`config.mk`:
```
export PLATFORM = sky130hd
export DESIGN_NAME = uart_cmd_parser
export DESIGN_NICKNAME = d
export VERILOG_FILES = /design/src/rtl/uart_cmd_parser.sv
export SDC_FILE = /design/constraint.sdc
export NUM_CORES = 1
export LEC_CHECK = 0
export CAP_MARGIN = 40
export CORE_AREA = 5 5 103 105
export CTS_CLUSTER_DIAMETER = 60
export DETAILED_ROUTE_END_ITERATION = 10
export DIE_AREA = 0 0 108 110
export PLACE_DENSITY = 0.64
export SLEW_MARGIN = 20
export SYNTH_ARGS = -nofsm -noshare
export SYNTH_HDL_FRONTEND = slang
export SYNTH_SLANG_ARGS = --single-unit
```
`constraint.sdc`:
```
create_clock -name clk -period 5.8 [get_ports clk]
set_input_delay 1.16 -clock clk [delete_from_list [all_inputs] [get_ports clk]]
set_output_delay 1.16 -clock clk [all_outputs]
set_load 0.05 [all_outputs]
```
`src/rtl/uart_cmd_parser.sv`:
```
`default_nettype none
// ============================================================================
//  Module   : uart_cmd_parser
//  Purpose  : Turns ASCII "W <addr> <data>" / "R <addr>" lines from the UART
//             receive path into single memory-access requests.
//  Revision : 1.0 - initial release
// ============================================================================
module uart_cmd_parser #(
    parameter int ADDR_W = 28,
    parameter int DATA_W = 32
) (
    input  logic              clk,
    input  logic              rstn,
    input  logic              rx_valid,
    input  logic [7:0]        rx_data,
    output logic              rx_ready,
    output logic              cmd_valid,
    input  logic              cmd_ready,
    output logic              cmd_write,
    output logic [ADDR_W-1:0] cmd_addr,
    output logic [DATA_W-1:0] cmd_data,
    output logic              err_pulse,
    output logic [1:0]        err_code,
    output logic              busy
);

    localparam logic [2:0] c_ST_IDLE  = 3'd0;
    localparam logic [2:0] c_ST_SP1   = 3'd1;
    localparam logic [2:0] c_ST_ADDR  = 3'd2;
    localparam logic [2:0] c_ST_SP2   = 3'd3;
    localparam logic [2:0] c_ST_DATA  = 3'd4;
    localparam logic [2:0] c_ST_ISSUE = 3'd5;
    localparam logic [2:0] c_ST_SKIP  = 3'd6;

    localparam logic [1:0] c_ERR_CHAR = 2'd1;
    localparam logic [1:0] c_ERR_LEN  = 2'd2;
    localparam logic [1:0] c_ERR_MISS = 2'd3;
    localparam logic [3:0] c_MAX_DIG  = 4'd8;

    logic [2:0]        r_state;
    logic              r_write;
    logic [ADDR_W-1:0] r_addr_acc;
    logic [DATA_W-1:0] r_data_acc;
    logic [3:0]        r_cnt;
    logic              r_err_pulse;
    logic [1:0]        r_err_code;

    logic              w_accept;
    logic              w_is_hex;
    logic              w_is_term;
    logic              w_is_space;
    logic              w_is_wr;
    logic              w_is_rd;
    logic [3:0]        w_nib;

    always_comb begin
        w_is_hex = 1'b1;
        w_nib    = 4'h0;
        if (rx_data >= 8'h30 && rx_data <= 8'h39) begin
            w_nib = 4'(rx_data - 8'h30);
        end else if (rx_data >= 8'h41 && rx_data <= 8'h46) begin
            w_nib = 4'(rx_data - 8'h37);
        end else if (rx_data >= 8'h61 && rx_data <= 8'h66) begin
            w_nib = 4'(rx_data - 8'h57);
        end else begin
            w_is_hex = 1'b0;
        end
    end

    assign w_is_term  = (rx_data == 8'h0D) || (rx_data == 8'h0A);
    assign w_is_space = (rx_data == 8'h20);
    assign w_is_wr    = (rx_data == 8'h57) || (rx_data == 8'h77);
    assign w_is_rd    = (rx_data == 8'h52) || (rx_data == 8'h72);

    // Nothing is consumed while a request waits for the downstream handshake.
    assign rx_ready  = (r_state != c_ST_ISSUE);
    assign w_accept  = rx_valid & rx_ready;
    assign cmd_valid = (r_state == c_ST_ISSUE);
    assign busy      = (r_state != c_ST_IDLE);
    assign cmd_write = r_write;
    assign cmd_addr  = r_addr_acc;
    assign cmd_data  = r_data_acc;
    assign err_pulse = r_err_pulse;
    assign err_code  = r_err_code;

    always_ff @(posedge clk or negedge rstn) begin
        if (!rstn) begin
            r_state     <= c_ST_IDLE;
            r_write     <= 1'b0;
            r_addr_acc  <= '0;
            r_data_acc  <= '0;
            r_cnt       <= 4'd0;
            r_err_pulse <= 1'b0;
            r_err_code  <= 2'd0;
        end else begin
            r_err_pulse <= 1'b0;
            if (r_state == c_ST_ISSUE) begin
                if (cmd_ready) begin
                    r_state <= c_ST_IDLE;
                end
            end else if (w_accept) begin
                case (r_state)
                    c_ST_IDLE: begin
                        if (w_is_wr || w_is_rd) begin
                            r_state    <= c_ST_SP1;
                            r_write    <= w_is_wr;
                            r_addr_acc <= '0;
                            r_data_acc <= '0;
                            r_cnt      <= 4'd0;
                        end else if (!w_is_term && !w_is_space) begin
                            r_state     <= c_ST_SKIP;
                            r_err_pulse <= 1'b1;
                            r_err_code  <= c_ERR_CHAR;
                        end
                    end
                    c_ST_SP1: begin
                        if (w_is_hex) begin
                            r_state    <= c_ST_ADDR;
                            r_addr_acc <= ADDR_W'(w_nib);
                            r_cnt      <= 4'd1;
                        end else if (w_is_term) begin
                            r_state     <= c_ST_IDLE;
                            r_err_pulse <= 1'b1;
                            r_err_code  <= c_ERR_MISS;
                        end else if (!w_is_space) begin
                            r_state     <= c_ST_SKIP;
                            r_err_pulse <= 1'b1;
                            r_err_code  <= c_ERR_CHAR;
                        end
                    end
                    c_ST_ADDR: begin
                        if (w_is_hex && r_cnt == c_MAX_DIG) begin
                            r_state     <= c_ST_SKIP;
                            r_err_pulse <= 1'b1;
                            r_err_code  <= c_ERR_LEN;
                        end else if (w_is_hex) begin
                            r_addr_acc <= ADDR_W'({r_addr_acc, w_nib});
                            r_cnt      <= r_cnt + 4'd1;
                        end else if (w_is_space) begin
                            r_state <= c_ST_SP2;
                        end else if (w_is_term && !r_write) begin
                            r_state <= c_ST_ISSUE;
                        end else begin
                            r_state     <= w_is_term ? c_ST_IDLE : c_ST_SKIP;
                            r_err_pulse <= 1'b1;
                            r_err_code  <= w_is_term ? c_ERR_MISS : c_ERR_CHAR;
                        end
                    end
                    c_ST_SP2: begin
                        if (w_is_space) begin
                            r_state <= c_ST_SP2;
                        end else if (w_is_term && !r_write) begin
                            r_state <= c_ST_ISSUE;
                        end else if (w_is_term) begin
                            r_state     <= c_ST_IDLE;
                            r_err_pulse <= 1'b1;
                            r_err_code  <= c_ERR_MISS;
                        end else if (w_is_hex && r_write) begin
                            r_state    <= c_ST_DATA;
                            r_data_acc <= DATA_W'(w_nib);
                            r_cnt      <= 4'd1;
                        end else begin
                            r_state     <= c_ST_SKIP;
                            r_err_pulse <= 1'b1;
                            r_err_code  <= c_ERR_CHAR;
                        end
                    end
                    c_ST_DATA: begin
                        if (w_is_hex && r_cnt == c_MAX_DIG) begin
                            r_state     <= c_ST_SKIP;
                            r_err_pulse <= 1'b1;
                            r_err_code  <= c_ERR_LEN;
                        end else if (w_is_hex) begin
                            r_data_acc <= DATA_W'({r_data_acc, w_nib});
                            r_cnt      <= r_cnt + 4'd1;
                        end else if (w_is_term) begin
                            r_state <= c_ST_ISSUE;
                        end else begin
                            r_state     <= c_ST_SKIP;
                            r_err_pulse <= 1'b1;
                            r_err_code  <= c_ERR_CHAR;
                        end
                    end
                    c_ST_SKIP: begin
                        if (w_is_term) begin
                            r_state <= c_ST_IDLE;
                        end
                    end
                    default: r_state <= c_ST_IDLE;
                endcase
            end
        end
    end

endmodule
`default_nettype wire

```
# Word-level counts from Yosys, hierarchy flattened
# Index checks and enable logic that the tools add are counted.
classes:
  reduce_logical: 28
  bitwise: 2
  n_addsub: 4
  eq_ne: 43
  mux: 87
  order_cmp: 6
op_table:
  columns: ["op", "n"]
  rows:
  - ["2-to-1 mux 32 bit", 7]
  - ["2-to-1 mux 28 bit", 4]
  - ["one-hot mux 32 bit (3 select lines)", 1]
  - ["one-hot mux 28 bit (3 select lines)", 1]
  - ["2-to-1 mux 3 bit", 19]
  - ["2-to-1 mux 4 bit", 11]
  - ["2-to-1 mux 2 bit", 19]
  - ["equality test 8 x 7 -> 1 bit, second input constant", 4]
  - ["inequality test 2 bit, second input constant", 14]
  - ["inequality test 3 bit, second input constant", 9]
  - ["2-to-1 mux 1 bit", 21]
  - ["one-hot mux 3 bit (6 select lines)", 1]
  - ["equality test 8 x 4 -> 1 bit, second input constant", 2]
  - ["greater-or-equal comparator 8 x 7 -> 1 bit, second input constant", 2]
  - ["<= comparator 8 x 7 -> 1 bit, second input constant", 2]
  - ["one-hot mux 4 bit (4 select lines)", 1]
  - ["AND reduction 15 bit", 1]
  - ["AND reduction 7 bit", 2]
  - ["inequality test 4 bit, second input constant", 3]
  - ["AND reduction 11 bit", 1]
  - ["one-hot mux 2 bit (5 select lines)", 1]
  - ["AND reduction 10 bit", 1]
  - ["equality test 3 bit, second input constant", 3]
  - ["nonzero test 3 bit", 3]
  - ["23 further kinds", 37]
word_totals:
  output_inout_bits: 67
  input_bits: 12
  elab_cells: 177
  reg_bits: 71

# Logic depth before layout (Yosys ltp)
# Gate-level depths: netlist (run 1).
depth:
  word_depth: 13
  mapped_depth: 11
  depth_no_buf: 8

# Worst setup path after synthesis (run 1)
# Ideal clock, no wire load.
synth_timing:
  kind: "input to register"
  startpoint: "input port rx_data[0]"
  endpoint: "register r_state[0]"
  required_ns: 5.672
  setup_ns: 0.128
  setup_slack_ns: 2.674
  n_path_buf: 0
  cell_stages: 8
  t_arrival_ns: 2.998
  path_cell_list: "inv_1 -> ha_1 -> or3b_4 -> nand4b_4 -> a211oi_1 -> o32a_1 -> a221oi_4 -> mux2_1"
synth_between:
  elab_chain_cells: 10
  word_cells_on_any_way: 50
  classes_between: "6 x order compare; 12 x eq/ne; 19 x mux; 13 x reduce/logical"
synth_lines:
  columns: ["item", "line", "rtl"]
  rows:
  - ["start, declared", "15", "input logic [7:0] rx_data,"]
  - ["greater-or-equal comparator 8 x 7 -> 1 bit (tied with other cells)", "63", "end else if (rx_data >= 8'h61 && rx_data <= 8'h66) begin"]
  - ["logical AND 1 bit or logical OR 1 bit (tied branches)", "63, 70", null]
  - ["2-to-1 mux 1 bit or logical AND 1 bit (tied branches)", "63, 141, 152", null]
  - ["2-to-1 mux 1 bit or 2-to-1 mux 3 bit (tied branches)", "61, 141", null]
  - ["2-to-1 mux 1 bit or 2-to-1 mux 3 bit (tied branches)", "59, 139", null]
  - ["logical AND 1 bit or 2-to-1 mux 3 bit (tied branches)", "132, 169, 136", null]
  - ["2-to-1 mux 3 bit, on equally long branches", "169, 132", null]
  - ["one-hot mux 3 bit (6 select lines)", "102", "case (r_state)"]
  - ["2-to-1 mux 3 bit", "101", "end else if (w_accept) begin"]
  - ["2-to-1 mux 3 bit", "97", "if (r_state == c_ST_ISSUE) begin"]
  - ["end signal, assigned", "99", "r_state <= c_ST_IDLE;"]
  - ["end signal, assigned", "105", "r_state <= c_ST_SP1;"]
  - ["end signal, assigned", "170", "r_state <= c_ST_SKIP;"]
  - ["end, declared", "40", "logic [2:0] r_state;"]
# Parallel ways exist; a longest one is shown, timed or not. The select of a mux whose other input is x is not followed.
# A chain may end at the register's enable or synchronous reset.

# Worst setup path after layout (run 1)
layout_timing:
  startpoint: "input port rx_data[0]"
  endpoint: "register r_data_acc[31] (netlist: cmd_data[31])"
layout_between:
  elab_chain_cells: 8
  word_cells_on_any_way: 34
  classes_between: "6 x order compare; 14 x eq/ne; 3 x mux; 11 x reduce/logical"
layout_lines:
  columns: ["item", "line", "rtl"]
  rows:
  - ["greater-or-equal comparator 8 x 7 -> 1 bit or <= comparator 8 x 7 -> 1 bit (tied branches)", "63", null]
  - ["logical AND 1 bit", "63", null]
  - ["2-to-1 mux 1 bit", "63", null]
  - ["2-to-1 mux 1 bit", "61", "end else if (rx_data >= 8'h41 && rx_data <= 8'h46) begin"]
  - ["2-to-1 mux 1 bit", "59", "if (rx_data >= 8'h30 && rx_data <= 8'h39) begin"]
  - ["logical AND 1 bit, on equally long branches", "169, 158", null]
  - ["inequality test 2 bit (no source line)", null, null]
  - ["AND reduction 10 bit (no source line) (*)", null, null]
  - ["end signal, assigned", "160", "r_data_acc <= DATA_W'(w_nib);"]
  - ["end signal, assigned", "174", "r_data_acc <= DATA_W'({r_data_acc, w_nib});"]
  - ["end, declared", "43", "logic [DATA_W-1:0] r_data_acc;"]
# Every way passes the cells marked *; elsewhere a longest branch is shown, timed or not.

==> flow_summary.json, run 1 <==
{
  "synthCells": 403,
  "vias": 3013,
  "grt_pass1_wl_microns": 14680,
  "dp.cells": 592,
  "drv_slew": 0,
  "layoutNonFillerInstCount": 608,
  "drtIter0Drc": 123,
  "fp.dieArea_sq_um": 11880,
  "min_period_ns": 3.760,
  "fmax_mhz": 266.0,
  "synth_area_sq_um": 3754,
  "cts_hold_buf": 0,
  "r2r_slack_ns": 3.01,
  "h-tree-depth": 3,
  "powerDensity_nw_per_um2": 271.2,
  "cts.sinks": 71,
  "power_w": 0.001301,
  "globalplace.congestion": 0.8608,
  "dp_hpwl_microns": 6198,
  "nets": 488,
  "syn_area_per_cell_sq_um": 9.314,
  "fin_util": 0.5022,
  "cts_resized": 0,
  "status": "finished clean",
  "final_area_sq_um": 4796,
  "grt_usage": 0.1529,
  "tns_ns": 0,
  "finalSetupViolations": 0,
  "max_cap_viol_count": 0,
  "crit_path_end_kind": "flop",
  "drcViolationCount": 0,
  "path_max_fanout": 64,
  "cts_root_buf": "clkbuf_8",
  "startpoint_type": "input port",
  "coreArea_sq_um": 9549,
  "crit_type": "in -> reg",
  "synth_fp_nets": 421,
  "grt_max_degree": 65,
  "drive_gt1_frac": 0.1411,
  "ys_ff_latch": 71,
  "gr-total-overflow": 0,
  "clkTransAtPathRegs_ns": 0.07,
  "antenna_found_initial": 0,
  "crit_path_cell_trace": "clkdlybuf4s50_1, inv_1, ha_1, or3b_4, and4b_1, o2111ai_1, a221o_2, buf_4, nand2_1, o21ai_2",
  "ios": 79,
  "timing.clock.skew_ns": 0.01247,
  "m1WireLength_microns": 4068,
  "path_buf_inv": 3,
  "wirelength_microns": 8649,
  "critPathTopFamily": "buffers and inverters",
  "timing_hold_violations_final": 0,
  "ant_nets": 0,
  "crit_path_max_incr_delay_ns": 0.59,
  "clk_path_buf_depth": 2,
  "area_growth_pct": 27.77,
  "ir_drop_mv": 0.1431,
  "clk_latency_ns": 0.34,
  "synth_seq_area_share": 0.4733,
  "place_area_sq_um": 4598,
  "ys_warn_count": 0,
  "wl_met2_microns": 3952,
  "synth_flop_cell": "dfrtp_1",
  "post_cts_buffers": 0,
  "avgViaCountPerCell": 4.956,
  "rsz0062_at_grt": "no",
  "dr_wl_met3_microns": 523,
  "cts_tree": "yes",
  "die_y_microns": 110,
  "synth_edf_count": 0,
  "tightest_slew_ns": 0.7467,
  "num_rows": 36,
  "die_w_microns": 108,
  "required_ns": 6.06,
  "port_buffers": 78,
  "topRoutingLayerUsed": "met4",
  "worstPathArrival_ns": 4.02,
  "ys_types": 63,
  "grt_pass1_vias": 2947,
  "dr.pass1.iters": 4,
  "cts_buffers": 9,
  "leakage_nw": 1.932,
  "wire_per_inst_microns": 14.23,
  "synthArstFlopShare": 1.000,
  "n_antenna_cell": 0,
  "max_slew_margin": 0.5022,
  "min_path_type": "reg -> reg",
  "crit_slowest_cell": "buf_4",
  "fin_crit_sh": 0.6483,
  "initial_core_util": 0.3931
}
[layout by cell type (no fill, tap or decap), types with 5 or more instances in the layout]
cell             count
nand2_1            123
clkdlybuf4s50_1     77
dfrtp_1             71
o21ai_2             28
o21ai_0             25
inv_1               12
a21oi_1             12
nor2_1              11
o31ai_1              9
clkbuf_8             9
ha_1                 6
nand3_1              5
[worst paths after layout]
check / startpoint / end / depth (start not counted)
min: cmd_data[30]$_DFFE_PN0P_ / cmd_data[30]$_DFFE_PN0P_ / 2
min reg2reg: cmd_data[30]$_DFFE_PN0P_ / cmd_data[30]$_DFFE_PN0P_ / 2
max in group asynchronous: rstn / cmd_data[6]$_DFFE_PN0P_ / 2
max: rx_data[0] / cmd_data[31]$_DFFE_PN0P_ / 10
max reg2reg: r_state[2]$_DFFE_PN0P_ / cmd_data[31]$_DFFE_PN0P_ / 7
min in group asynchronous: rstn / cmd_addr[24]$_DFFE_PN0P_ / 1
[worst register-to-register path, stage by stage (launching register included)]
cell	delay [ns]
dfrtp_1	0.57
or3_1	0.57
a31oi_1	0.44
a311o_1	0.19
a221o_2	0.10
buf_4	0.59
nand2_1	0.18
o21ai_2	0.08
[power breakdown]
part	switching (W)	internal, W
registers	0.0000399	0.000521
clock network	0.000193	0.000201
logic	0.000236	0.000110
total	0.000469	0.000832
[area by class of cell]
class	count	area, sq um
timing repair buffer	84	848.3
sequential	71	1777
clock buffer	10	127.6
clock inverter	6	70.07
tap	133	166.4
multi-input combinational	292	1762
inverter	12	45.04
fill	920	4753
[synth_stat cells, types with 3 or more instances]
cell | instances | share of area
buf_6 | 9 | 0.027
o21ai_2 | 28 | 0.065
o21ai_0 | 25 | 0.033
o31ai_1 | 9 | 0.018
nor2_1 | 13 | 0.013
a221o_1 | 3 | 0.0080
nand2b_1 | 3 | 0.0050
clkbuf_1 | 8 | 0.0080
o21ai_1 | 4 | 0.0053
a211o_1 | 4 | 0.0093
a211oi_1 | 3 | 0.0060
dfrtp_1 | 71 | 0.47
ha_1 | 6 | 0.020
nand3_1 | 5 | 0.0067
inv_1 | 12 | 0.012
nand2_1 | 123 | 0.12
a21oi_1 | 12 | 0.016
buf_4 | 3 | 0.0060
buf_2 | 7 | 0.0093
mux2i_1 | 4 | 0.011
[stage by stage]
step                hold WS (ns)  setup WS, ns
floorplan                 0.5109         2.674
global placement          0.4600         1.789
detailed placement        0.4654         1.679
CTS                       0.4829         2.051
global route              0.5223         1.812
finish                    0.4784         2.040
[metal layers]
layer  up-vias  GRT usage
met5         -          0
met4         0    0.04238
met3         8    0.04543
met2        79     0.2416
met1      1399     0.2053
li1       1527          -
[registers in the layout (all words and copies together), names as in the netlist]
signal     flops
r_state        3
cmd_write      1
err_code       2
cmd_addr      28
err_pulse      1
cmd_data      32
r_cnt          4
[cell families after synthesis]
logic type | after synthesis | synth area share
compound gates | 111 | 0.2207
xor+xnor | 1 | 0.002334
fa+ha+maj | 6 | 0.02000
buf+inv | 40 | 0.06366
flops | 71 | 0.4733
mux | 8 | 0.02267
simple gates | 166 | 0.1973
Power figures use the tool's default switching activity.
==> run 2, diff against run 1 <==
--- a/config.mk
+++ b/config.mk
@@ -10,7 +10,7 @@
 export CTS_CLUSTER_DIAMETER = 60
 export DETAILED_ROUTE_END_ITERATION = 10
 export DIE_AREA = 0 0 108 110
-export PLACE_DENSITY = 0.64
+export PLACE_DENSITY = 0.67
 export SLEW_MARGIN = 20
 export SYNTH_ARGS = -nofsm -noshare
 export SYNTH_HDL_FRONTEND = slang
==> constraint.sdc (replaced) <==
create_clock -name clk -period 3.3 [get_ports clk]
set_input_delay 0.66 -clock clk [delete_from_list [all_inputs] [get_ports clk]]
set_output_delay 0.66 -clock clk [all_outputs]
set_load 0.05 [all_outputs]
==> run 2 against run 1 <==
  * Count of clock-buffer cells in the layout did not move
  * Register-to-register slack worse by 2.1 ns
  * Critical path depth unchanged
  * Sequential share of layout area is 1.3 points lower
  * Hold slack got worse by 0.13 ns
  * Sequential power rose by 72%
  * Combinational power rose by 97%
  * Worst setup slack got worse by 1.6 ns
  * First-iteration DRC count rose by 1.6%
  * Cell area grew 3.6%
  * Utilization grew 1.8 points
  * Global-route usage rose by 0.20 points
  * Largest power group unchanged
==> flow_summary.json, run 2 (same netlist as run 1, synthesis figures left out) <==
{
  "status": "finished clean",
  "vias": 3083,
  "fp.dieArea_sq_um": 11880,
  "die_w_microns": 108,
  "timing_hold_violations_final": 0,
  "cts_tree": "yes",
  "crit_type": "in -> reg",
  "finalSetupViolations": 0,
  "pre_cts_slack_ns": 0.08708,
  "timing.clock.skew_ns": 0.01435,
  "startpoint_type": "input port",
  "final_area_sq_um": 4969,
  "crit_path_cell_trace": "clkdlybuf4s50_1, inv_1, ha_1, or3b_4, and4b_1, o2111ai_1, a221o_2, buf_12, nand2_1, o21ai_2",
  "r2r_slack_ns": 0.90,
  "initial_core_util": 0.3931,
  "ir_drop_mv": 0.2894,
  "n_antenna_cell": 0,
  "avgViaCountPerCell": 4.965,
  "fin_crit_sh": 0.8691,
  "cts_resized": 0,
  "clk_path_buf_depth": 2,
  "crit_slowest_cell": "clkdlybuf4s50_1",
  "final_common_cell": "nand2_1",
  "power_w": 0.002521,
  "grt_pass1_vias": 3066,
  "post_cts_buffers": 0,
  "clk_latency_ns": 0.35,
  "required_ns": 3.53,
  "grt_max_degree": 52,
  "drive_gt1_frac": 0.1639,
  "drv_slew": 0,
  "min_period_ns": 2.868,
  "tns_ns": 0,
  "wire_per_inst_microns": 14.14,
  "wirelength_microns": 8784,
  "critPathTopFamily": "buffers and inverters",
  "port_buffers": 78,
  "powerDensity_nw_per_um2": 507.4,
  "grt_pass1_wl_microns": 14780,
  "leakage_nw": 2.042,
  "ios": 79,
  "max_slew_margin": 0.5476,
  "min_path_type": "in -> async",
  "cts_buffers": 9,
  "dr.pass1.iters": 4,
  "gr-total-overflow": 0,
  "crit_path_max_incr_delay_ns": 0.50,
  "max_cap_viol_count": 0,
  "drcViolationCount": 0,
  "cts_root_buf": "clkbuf_8",
  "drtIter0Drc": 125,
  "whs_ns": 0.3449,
  "dp_hpwl_microns": 6458,
  "antenna_found_initial": 0,
  "coreArea_sq_um": 9549,
  "path_buf_inv": 3,
  "area_growth_pct": 32.37,
  "h-tree-depth": 3,
  "globalplace.congestion": 0.8430,
  "cts.sinks": 71,
  "num_rows": 36,
  "ant_nets": 0,
  "die_y_microns": 110,
  "grt_usage": 0.1548,
  "largest_reg_flops": 32,
  "fmax_mhz": 348.7,
  "crit_path_end_kind": "flop",
  "path_max_fanout": 34,
  "layout_common_cells": "nand2_1, clkdlybuf4s50_1, dfrtp_1",
  "tightest_slew_ns": 0.6787,
  "fin_ws_ns": 0.4319,
  "place_area_sq_um": 4716,
  "clkTransAtPathRegs_ns": 0.08,
  "cts_hold_buf": 0,
  "nets": 501,
  "worstPathArrival_ns": 3.10,
  "rsz0062_at_grt": "no"
}
[run 2: cell types whose count changed in the layout (fill, tap and decap cells not counted), sizes merged]
cell | before | now
clkinvlp | 3 | 1
inv | 13 | 14
buf | 7 | 20
clkinv | 1 | 0
bufinv | 1 | 3
[run 2: area by class of cell]
type / count / area [sq um]
clock buffer: 10 / 137.6
clock inverter: 6 / 115.1
fill: 913 / 4581
inverter: 12 / 45.04
multi-input combinational: 292 / 1759
sequential: 71 / 1777
tap: 133 / 166.4
timing repair buffer: 97 / 968.4
[run 2: where the power goes]
group / switching, W / internal (W) / leakage (nW) / total [W]
Combinational: 0.000450 / 0.000233 / 0.960 / 0.000683
Sequential: 0.0000490 / 0.000917 / 0.959 / 0.000966
Clock: 0.000344 / 0.000528 / 0.124 / 0.000872
[run 2: path summary, 6_finish.rpt]
check,start,endpoint,cells after the start
min,rstn,cmd_addr[20]$_DFFE_PN0P_,1
min reg2reg,cmd_addr[24]$_DFFE_PN0P_,cmd_addr[24]$_DFFE_PN0P_,2
max,rx_data[0],cmd_data[30]$_DFFE_PN0P_,10
max reg2reg,r_state[1]$_DFFE_PN0P_,r_state[0]$_DFFE_PN0P_,7
min in group clk,cmd_addr[24]$_DFFE_PN0P_,cmd_addr[24]$_DFFE_PN0P_,2
max in group asynchronous,rstn,cmd_data[10]$_DFFE_PN0P_,2
[run 2: metal layers]
layer | global-route usage | wire, microns | vias up
met5 | 0 | 0 | -
met2 | 0.2571 | 4189 | 76
met1 | 0.1967 | 3933 | 1440
met3 | 0.03844 | 547 | 11
li1 | - | - | 1556
met4 | 0.05681 | 114 | 0
[run 2: per-stage QoR]
step	std cells	util
2_1_floorplan	403	-
3_3_place_gp	605	0.4938
3_5_place_dp	605	0.4938
4_1_cts	621	0.5203
5_1_grt	621	0.5203
6_report	621	0.5203
